## src/rtl/mc_controller.sv

```systemverilog
// Multicycle MIPS control unit: FSM sequencing, ALU control, memory wait-state
// timeout and sticky illegal-instruction / bus-fault trapping.
module mc_controller #(
  parameter int unsigned TO_BITS = 4,
  parameter bit          EXT_ISA = 1'b1
) (
  input  logic       clk,
  input  logic       reset,
  input  logic [5:0] op,
  input  logic [5:0] funct,
  input  logic       zero,
  input  logic       memready,
  output logic       memread,
  output logic       memwrite,
  output logic       iord,
  output logic       irwrite,
  output logic       alusrca,
  output logic [2:0] alusrcb,
  output logic [2:0] alucont,
  output logic       regwrite,
  output logic [1:0] regdst,
  output logic [1:0] memtoreg,
  output logic [1:0] pcsource,
  output logic       pcen,
  output logic       illegal,
  output logic       busfault,
  output logic       halted
);

  typedef enum logic [3:0] {
    FETCH    = 4'b0000,
    DECODE   = 4'b0001,
    MEMADR   = 4'b0010,
    MEMRD    = 4'b0011,
    MEMWB    = 4'b0100,
    MEMWR    = 4'b0101,
    RTYPEEX  = 4'b0110,
    RTYPEWR  = 4'b0111,
    BRANCHEX = 4'b1000,
    JEX      = 4'b1001,
    IMMEX    = 4'b1010,
    IMMWR    = 4'b1011,
    JALEX    = 4'b1100,
    TRAP     = 4'b1111
  } state_e;

  localparam logic [5:0] OP_RTYPE = 6'b000000;
  localparam logic [5:0] OP_J     = 6'b000010;
  localparam logic [5:0] OP_JAL   = 6'b000011;
  localparam logic [5:0] OP_BEQ   = 6'b000100;
  localparam logic [5:0] OP_BNE   = 6'b000101;
  localparam logic [5:0] OP_ADDI  = 6'b001000;
  localparam logic [5:0] OP_SLTI  = 6'b001010;
  localparam logic [5:0] OP_ANDI  = 6'b001100;
  localparam logic [5:0] OP_ORI   = 6'b001101;
  localparam logic [5:0] OP_LB    = 6'b100000;
  localparam logic [5:0] OP_SB    = 6'b101000;

  localparam logic [2:0] ALU_ADD = 3'b010;
  localparam logic [2:0] ALU_SUB = 3'b110;
  localparam logic [2:0] ALU_AND = 3'b000;
  localparam logic [2:0] ALU_OR  = 3'b001;
  localparam logic [2:0] ALU_SLT = 3'b111;

  state_e               state_q, state_d;
  logic [TO_BITS-1:0]   wcnt_q, wcnt_d;
  logic                 illegal_q, illegal_d;
  logic                 busfault_q, busfault_d;
  logic                 pcwrite, pcwritecond, waiting;

  always_ff @(posedge clk or negedge reset) begin
    if (!reset) begin
      state_q    <= FETCH;
      wcnt_q     <= '0;
      illegal_q  <= 1'b0;
      busfault_q <= 1'b0;
    end else begin
      state_q    <= state_d;
      wcnt_q     <= wcnt_d;
      illegal_q  <= illegal_d;
      busfault_q <= busfault_d;
    end
  end

  always_comb begin
    state_d     = state_q;
    illegal_d   = illegal_q;
    busfault_d  = busfault_q;
    wcnt_d      = '0;
    pcwrite     = 1'b0;
    pcwritecond = 1'b0;
    waiting     = 1'b0;
    memread     = 1'b0;
    memwrite    = 1'b0;
    iord        = 1'b0;
    irwrite     = 1'b0;
    alusrca     = 1'b0;
    alusrcb     = 3'b000;
    alucont     = 3'b000;
    regwrite    = 1'b0;
    regdst      = 2'b00;
    memtoreg    = 2'b00;
    pcsource    = 2'b00;
    pcen        = 1'b0;
    halted      = 1'b0;
    illegal     = illegal_q;
    busfault    = busfault_q;

    case (state_q)
      FETCH: begin
        memread = 1'b1;
        alusrcb = 3'b001;
        alucont = ALU_ADD;
        irwrite = memready;
        pcwrite = memready;
        waiting = 1'b1;
        if (memready) state_d = DECODE;
      end
      DECODE: begin
        alusrcb = 3'b011;
        alucont = ALU_ADD;
        state_d = TRAP;
        case (op)
          OP_LB, OP_SB: state_d = MEMADR;
          OP_BEQ:       state_d = BRANCHEX;
          OP_J:         state_d = JEX;
          OP_ADDI:      state_d = IMMEX;
          OP_BNE:       if (EXT_ISA) state_d = BRANCHEX;
          OP_JAL:       if (EXT_ISA) state_d = JALEX;
          OP_SLTI, OP_ANDI, OP_ORI: if (EXT_ISA) state_d = IMMEX;
          OP_RTYPE: begin
            if (funct == 6'b100000 || funct == 6'b100010 || funct == 6'b100100 ||
                funct == 6'b100101 || funct == 6'b101010)
              state_d = RTYPEEX;
          end
          default: state_d = TRAP;
        endcase
        if (state_d == TRAP) illegal_d = 1'b1;
      end
      MEMADR: begin
        alusrca = 1'b1;
        alusrcb = 3'b010;
        alucont = ALU_ADD;
        if (op == OP_SB) state_d = MEMWR;
        else             state_d = MEMRD;
      end
      MEMRD: begin
        memread = 1'b1;
        iord    = 1'b1;
        waiting = 1'b1;
        if (memready) state_d = MEMWB;
      end
      MEMWB: begin
        regwrite = 1'b1;
        memtoreg = 2'b01;
        state_d  = FETCH;
      end
      MEMWR: begin
        memwrite = 1'b1;
        iord     = 1'b1;
        waiting  = 1'b1;
        if (memready) state_d = FETCH;
      end
      RTYPEEX: begin
        alusrca = 1'b1;
        case (funct)
          6'b100010: alucont = ALU_SUB;
          6'b100100: alucont = ALU_AND;
          6'b100101: alucont = ALU_OR;
          6'b101010: alucont = ALU_SLT;
          default:   alucont = ALU_ADD;
        endcase
        state_d = RTYPEWR;
      end
      RTYPEWR: begin
        regwrite = 1'b1;
        regdst   = 2'b01;
        state_d  = FETCH;
      end
      BRANCHEX: begin
        alusrca     = 1'b1;
        alucont     = ALU_SUB;
        pcsource    = 2'b01;
        pcwritecond = 1'b1;
        state_d     = FETCH;
      end
      JEX: begin
        pcwrite  = 1'b1;
        pcsource = 2'b10;
        state_d  = FETCH;
      end
      JALEX: begin
        pcwrite  = 1'b1;
        pcsource = 2'b10;
        regwrite = 1'b1;
        regdst   = 2'b10;
        memtoreg = 2'b10;
        state_d  = FETCH;
      end
      IMMEX: begin
        alusrca = 1'b1;
        case (op)
          OP_SLTI: begin alusrcb = 3'b010; alucont = ALU_SLT; end
          OP_ANDI: begin alusrcb = 3'b100; alucont = ALU_AND; end
          OP_ORI:  begin alusrcb = 3'b100; alucont = ALU_OR;  end
          default: begin alusrcb = 3'b010; alucont = ALU_ADD; end
        endcase
        state_d = IMMWR;
      end
      IMMWR: begin
        regwrite = 1'b1;
        state_d  = FETCH;
      end
      TRAP: begin
        halted = 1'b1;
      end
      default: state_d = TRAP;
    endcase

    // Timeout overrides the normal hold; the counter restarts on any state change.
    if (waiting && !memready && (&wcnt_q)) begin
      state_d    = TRAP;
      busfault_d = 1'b1;
    end
    if (waiting && !memready && (state_d == state_q)) wcnt_d = wcnt_q + TO_BITS'(1);

    pcen = pcwrite | (pcwritecond & (zero ^ (op == OP_BNE)));

    // Reset gates every output combinationally so an in-flight access drops at once.
    if (!reset) begin
      memread  = 1'b0;
      memwrite = 1'b0;
      iord     = 1'b0;
      irwrite  = 1'b0;
      alusrca  = 1'b0;
      alusrcb  = 3'b000;
      alucont  = 3'b000;
      regwrite = 1'b0;
      regdst   = 2'b00;
      memtoreg = 2'b00;
      pcsource = 2'b00;
      pcen     = 1'b0;
      halted   = 1'b0;
      illegal  = 1'b0;
      busfault = 1'b0;
    end
  end

endmodule

```

## config.mk

```make
export PLATFORM = sky130hd
export DESIGN_NAME = mc_controller
export DESIGN_NICKNAME = d
export VERILOG_FILES = /design/src/rtl/mc_controller.sv
export SDC_FILE = /design/constraint.sdc
export NUM_CORES = 1
export LEC_CHECK = 0
export BUFFER_PORTS_ARGS = -buffer_cell sky130_fd_sc_hd__buf_2
export CORE_ASPECT_RATIO = 0.75
export CORE_MARGIN = 2
export CORE_UTILIZATION = 29
export CTS_CLUSTER_SIZE = 8
export DETAILED_ROUTE_END_ITERATION = 10
export PLACE_DENSITY = 0.5
export RECOVER_POWER = 100
export SLEW_MARGIN = 30
export SYNTH_ARGS = -nofsm -noshare
export SYNTH_HDL_FRONTEND = slang
export SYNTH_SLANG_ARGS = --single-unit
```

## constraint.sdc

```tcl
create_clock -name clk -period 1.5 [get_ports clk]
set_input_delay 0.15 -clock clk [delete_from_list [all_inputs] [get_ports clk]]
set_output_delay 0.15 -clock clk [all_outputs]
set_load 0.02 [all_outputs]
```

## Word-level counts from Yosys, hierarchy flattened

Cells that the tools add are included.

- Register bits after elaboration: 10
- Bits of input ports: 16
- Output and inout bits: 22
- Word-level logic and storage cells: 105

- $add $sub $neg: 1
- Equal/unequal tests: 30
- Multiplexer cells: 43
- Bitwise logic cells: 3
- Reductions and logical operators: 24

Operators by type and width:

| operator | count |
|---|---|
| $eq 6x6->1 const B | 7 |
| $pmux 3 s4 | 3 |
| $pmux 4 s9 | 1 |
| $eq 4x4->1 const B | 7 |
| $mux 4 | 7 |
| $eq 6x4->1 const B | 4 |
| $pmux 4 s6 | 1 |
| $mux 1 | 19 |
| $eq 4x3->1 const B | 4 |
| $eq 6x2->1 const B | 2 |
| $eq 6x3->1 const B | 2 |
| $mux 3 | 4 |
| $pmux 2 s2 | 3 |
| $reduce_or 2->1 | 6 |
| $reduce_or 4->1 | 3 |
| $pmux 3 s3 | 1 |
| $eq 4x2->1 const B | 2 |
| $logic_not 6->1 | 1 |
| $mux 2 | 3 |
| $reduce_or 3->1 | 2 |
| $reduce_or 6->1 | 1 |
| $add 4x1->4 const B | 1 |
| $eq 4x1->1 const B | 1 |
| $eq 4x4->1 | 1 |
| 10 further kinds | 15 |

## Longest topological paths before layout

Gate-level depths: netlist (run 1).

- Word-level depth: 13
- Mapped depth: 6
- Mapped depth without buffers: 5

## Worst setup path before layout (run 1)

No wires, ideal clock.

- Path type: register to output
- Start: reg state_q[0]
- End: out regdst[1]
- Data arrival time: 1,631 ps
- Required time: 1,350 ps
- Path slack: -281 ps
- Cell stages (with the launch flop): 7
- Path buffers: 3
- Path through: dfrtp_1 -> clkbuf_1 -> buf_1 -> nor2_1 -> nand2_1 -> nor2_1 -> buf_4

- Longest elaborated chain between the ends: 3
- Elaborated cells on any way between the ends: 4
- Those cells by class: eq/ne (2); mux (2)

Ends and longest elaborated chain:

| item | RTL line | text |
|---|---|---|
| start, declared | 65 | `state_e state_q, state_d;` |
| start signal, assigned | 78 | `state_q <= state_d;` |
| $eq 4x4->1 / $eq 4x3->1 (equally long branches) | 109 | `case (state_q)` |
| $pmux 2 s2 (*) | 109 |  |
| $mux 2 (*) | 230 | `if (!reset) begin` |
| end, declared | 21 | `output logic [1:0] regdst,` |

Mark *: on every way between the ends. The rest lies on a longest branch, timed or not.

## Final worst setup path (run 1)

- Start: reg state_q[1]
- End: out pcen

- Longest elaborated chain between the ends: 5
- Elaborated cells on any way between the ends: 10
- Those cells by class: eq/ne (3); mux (3); bitwise (2); reduce/logical (2)

Ends and longest elaborated chain:

| item | RTL line | text |
|---|---|---|
| $eq 4x4->1 | 109 |  |
| $reduce_or 2->1 (no line) / $mux 1 (equally long branches) | - |  |
| $pmux 1 s2 / $and 1x1->1 (equally long branches) | 109, 227 |  |
| $or 1x1->1 (*) | 227 | `pcen = pcwrite \| (pcwritecond & (zero ^ (op == OP_BNE)));` |
| $mux 1 (*) | 230 |  |
| end, declared | 24 | `output logic pcen,` |

Marks and branches as above.

==> metrics.cfg, run 1 <==
[yosys]
async_flop_share_pct=100.0
synth-edff-count=0
synth.yosys.seq_area_share_pct=21.39
netlist.top_cell.by_area=dfrtp_1
netlist_area_sq_um=1170
synth_area_leaders=dfrtp_1 21%, nor2_1 6.4%, nand2_1 4.5%, o21ai_0 4.3%, clkbuf_1 3.2%
ys_ff_latch=10
synth_common_cells=20 x nor2_1, 14 x nand2_1, 10 x clkbuf_1, 10 x dfrtp_1, 10 x o21ai_0
synthFlopType=dfrtp_1
netlist.area_leader.share_pct=21.39
synth_cell_type_count=55
synth.avg_cell_area_sq_um=7.133
syn_inst=164
synthMostInstantiatedCell=nor2_1
syn_nets=181
yosysWarnings=0

[layout]
multiInputGateArea_sq_um=1052
areaGrowthSynthToFinish_pct=84.06
n_antenna_cell=0
layout.area.seq_sq_um=255.2
stdcell_area_sq_um=2153
post-route-util_pct=57.33
drive_above_1_share_pct=57.61
final.fill_count=352
layout.nets=262
final-instance-count-excl-fill=295

[setup_path]
critPathMaxFanout=8
reg2regPathDepth=6
worstSetupPathType=reg2out
r2r_slack_ns=-0.07
end_kind=primary output
r2r-end=state_q[1]
critPathArrivalTime_ns=1.52
critPathRequiredTime_ns=1.35
worstReg2RegStart=state_q[0]
worst_setup_path_start_kind=flip-flop

[route]
drtIter0Drc=25
viasPerCell=5.305
drt-total-wl_microns=4305
ant_nets=0
route.detailed.drc=0
avgRoutedWirePerCell_microns=14.59
num_vias=1565
dr.pass1.iters=4

[die]
dieArea_sq_um=4563
initial_utilization_pct=31.15
num_rows=19
die_w_microns=77.34
coreArea_sq_um=3756
die_h_microns=59.01
ios=38

[place]
dp_cells=276
place.gp.congestion=0.8626
io_buffers=37
dp_hpwl_microns=3095
place_ws_ns=-0.09109
post_dp_cell_area_sq_um=1664

[global_routing]
grt_pass1_vias=1497
top_usage_layer=met2
gr-usage-met2_pct=31.18
antenna_found_initial=0
globalRouteTotalUtil_pct=18.52
grt_pass1_wl_microns=6920
use_met3_pct=2.134
use_met1_pct=26.63
grt.overflow.total=0
grt_max_degree=13

[power]
total_power_mw=3.581
p_leak_nw=0.9323
p_per_area_nw_per_um2=1663
ir_worst_vdd_mv=0.8265

[sta]
period_share_pct=111.5
finalWorstSetupSlack_ns=-0.1718
slew_viol_final=0
finalHoldViolations=0
worst_pin_slew_ns=0.4193
rsz0062_at_grt=true
finClkSkew_ns=0.003713
setup_violations=20
relSlewSlack_pct=71.79
fin_crit_ns=1.672
fmaxAchievable_ghz=0.5981

[cts]
cts_tree=built
clk_pin_slew_worst_paths_ns=0.05
max-clock-path-buffers=2
cts_root_buf=clkbuf_8
clock_sinks=10
htree_num_levels=1
holdBufCountCts=0
cts_buffers=3
clkLatencyLatePin_ns=0.23

[status]
violations=setup timing
status=finished with violations

[flow_run]
drv_cap=0

[min_path]
hold_path.class=in2async

-- metrics by stage --
| step | hold WS (ns) | TNS (ns) |
|---|---|---|
| final | 0.1732 | -1.613 |
| after global routing | 0.2007 | -3.146 |
| after CTS | 0.1333 | -1.634 |
| after detailed placement | 0.3329 | -0.3567 |
| after global placement | 0.3222 | -0.1034 |
| after floorplan | -0.1456 | -0.09095 |
-- state kept, by name, indices dropped and copies added (netlist names) --
register,cells
state_q,4
wcnt_q,4
busfault_q,1
illegal_q,1
-- worst max-delay path, stage by stage (launching register included) --
cell and delay, ns:
dfrtp_2 0.44, buf_6 0.16, nand3b_1 0.20, nor2_2 0.17, o41ai_2 0.08, o21ai_1 0.07
buf_4 0.15
-- cell type report --
type                    count  share of cell area, %
clock buffers               3                  1.917
well taps                  52                  3.021
inverters                   3                 0.5230
repair buffers             91                  33.82
multi-input cells         136                  48.87
flip-flops and latches     10                  11.85
-- what timing repair did --
action,CTS,global route
buffers inserted,8,8
resized for setup,45,51
endpoints found under the setup margin,19,28
pin swaps,12,20
-- power breakdown --
part	total [mW]	internal, mW	switching [mW]
combinational	2.84	1.48	1.36
sequential	0.474	0.354	0.121
clock	0.268	0.175	0.0933
total	3.58	2.01	1.57
-- per-layer routing --
| layer | share of wire, % | up-vias |
|---|---|---|
| li1 | - | 762 |
| met1 | 47 | 755 |
| met2 | 47 | 42 |
| met3 | 4.3 | 6 |
| met4 | 1.3 | 0 |
| met5 | 0 | - |
-- layout by cell type, fill, tap and decap left out, types with 5 or more instances in the layout --
| cell | synthesis | layout |
|---|---|---|
| dfrtp_1 | 10 | 6 |
| buf_4 | 2 | 49 |
| nor2_4 | 0 | 7 |
| nand3_1 | 6 | 5 |
| buf_6 | 1 | 24 |
| nor2_1 | 20 | 10 |
| nand2_1 | 14 | 8 |
| o21ai_0 | 10 | 6 |
| buf_2 | 1 | 15 |
-- how the worst max path moves through the flow --
stage,cells after the start,slack [ns],to,from
2_1_floorplan,6,-0.04,regdst[1],state_q[0]
3_3_place_gp,6,-0.06,pcen,op[3]
3_5_place_dp,6,-0.09,pcen,op[3]
4_1_cts,5,-0.15,alusrcb[1],state_q[0]
5_1_grt,6,-0.24,pcen,state_q[0]
6_report,6,-0.17,pcen,state_q[1]
-- kinds of logic after synthesis --
kind of cell	Yosys count	synth area share, %
AOI/OAI and AO/OA	41	23.74
xor gates and xnor gates	5	3.743
adders and majority gates	1	1.069
buffers and inverters	18	7.165
DFF	10	21.39
muxes	1	0.8556
and+or+nand+nor	88	42.03
(Power assumes the default switching activity.)
==> run 2: changes to the inputs <==
CORE_ASPECT_RATIO = 0.6   (was 0.75)
==> metrics.cfg, run 2 (synthesized netlist as in run 1, its figures left out) <==
[status]
status=finished with violations
violations=setup timing

[power]
combPwrFrac_pct=76.0
p_sw_share_pct=44.12
power.switching_mw=1.537
p_leak_nw=0.9234
clockPowerShare_pct=9.6
p_per_area_nw_per_um2=1654
power_frac_seq_pct=14.4
ir_worst_vdd_mv=0.9667
internal-power_mw=1.947
total_power_mw=3.485

[flow_run]
drv_cap=0

[sta]
finalHoldViolations=0
rsz0062_at_grt=true
finalWorstSetupSlack_ns=-0.1619
finalSetupTns_ns=-1.720
relSlewSlack_pct=72.42
period_share_pct=110.8
finClkSkew_ns=0.003727
slew_viol_final=0
whs_ns=0.1863
fin_crit_ns=1.662
worst_pin_slew_ns=0.4099
fmaxAchievable_ghz=0.6017
setup_violations=20

[global_routing]
globalRouteTotalUtil_pct=19.25
top_usage_layer=met2
antenna_found_initial=0
grt.overflow.total=0
use_met1_pct=27.01
gr-usage-met2_pct=31.27
use_met3_pct=3.900
grt_pass1_wl_microns=6844
grt_max_degree=11
grt_pass1_vias=1450

[die]
ios=38
dieArea_sq_um=4575
die_h_microns=53.20
die_w_microns=86.00
num_rows=17
coreArea_sq_um=3765
initial_utilization_pct=31.07

[place]
post_dp_cell_area_sq_um=1613
dp_hpwl_microns=3116
place_ws_ns=-0.07502
io_buffers=37
dp_cells=265
place.gp.congestion=0.9396

[route]
drt-total-wl_microns=4440
dr.pass1.iters=4
route.detailed.drc=0
ant_nets=0
viasPerCell=5.415
avgRoutedWirePerCell_microns=15.47
num_vias=1554
drtIter0Drc=64

[layout]
layout.nets=258
final_cell_mix=47 x buf_4, 20 x buf_6, 17 x buf_2, 9 x nor2_1
final_common_cell=buf_4
stdcell_area_sq_um=2107
drive_above_1_share_pct=55.42
reg_top3=state_q: 4 flops, wcnt_q: 4 flops
post-route-util_pct=55.97
n_antenna_cell=0
final-instance-count-excl-fill=287
areaGrowthSynthToFinish_pct=80.11

[cts]
htree_num_levels=1
cts_tree=built
clock_sinks=10
clkLatencyLatePin_ns=0.24
clk_pin_slew_worst_paths_ns=0.05
cts_root_buf=clkbuf_8
max-clock-path-buffers=2
cts_buffers=3

[setup_path]
worst_setup_path_start_kind=flip-flop
r2r-end=illegal_q
critPathMaxFanout=7
worstSetupPathType=reg2out
critPathArrivalTime_ns=1.51
end_kind=primary output
critPathRequiredTime_ns=1.35
reg2regPathDepth=4
r2r_slack_ns=-0.09
worstReg2RegStart=state_q[2]

[min_path]
hold_path.class=in2async

-- run 2: cell count changes in the layout (fill, tap and decap cells not counted), moves of 2 or more --
| cell | change |
|---|---|
| nor4b_1 | +2 |
| clkbuf_1 | -2 |
| buf_6 | -4 |
| buf_2 | +2 |
| buf_4 | -2 |
| buf_8 | +2 |
| nor4b_2 | -2 |
| inv_2 | -2 |
-- run 2: power groups by stage --
stage	Combinational, mW	Sequential, mW	Clock [mW]
2_1_floorplan	1.13	0.391	0
4_1_cts	2.18	0.464	0.346
3_3_place_gp	1.73	0.448	0
3_5_place_dp	1.74	0.451	0
5_1_grt	2.83	0.513	0.363
6_report	2.65	0.502	0.335
-- run 2: layer usage --
layer	up-vias	share of wire [%]
li1	755	-
met5	-	0
met3	0	6.1
met1	745	48
met4	0	0
met2	54	46
-- run 2: repair_timing --
item | 4_1_cts | 5_1_grt
resized for setup | 41 | 49
hold endpoints to repair | 4 | 0
pin swaps | 10 | 15
setup buffers | 9 | 9
setup endpoints to repair | 19 | 26
hold buffers | 1 | 0
-- run 2: area by class of cell --
type | instances | area (sq um)
Clock buffer | 4 | 55.05
Fill cell | 351 | 1658
Multi-Input combinational cell | 136 | 1021
Sequential cell | 10 | 255.2
Timing Repair Buffer | 87 | 703.2
Tap cell | 47 | 58.81
Inverter | 3 | 13.76
-- run 2: worst max path at each step --
stage / startpoint / end / slack [ns] / depth (start not counted)
global route: state_q[1] / pcen / -0.22 / 6
CTS: state_q[0] / alusrcb[1] / -0.16 / 5
finish: state_q[1] / alucont[2] / -0.16 / 6
floorplan: state_q[0] / regdst[1] / -0.04 / 6
global placement: op[1] / state_q[1] / -0.05 / 5
detailed placement: op[1] / state_q[1] / -0.08 / 5
-- run 2: critical path: stages (launching register included) --
cell     delay (ns)
dfrtp_2        0.45
buf_8          0.15
buf_4          0.14
buf_6          0.11
a21o_1         0.15
a21oi_2        0.14
buf_6          0.13
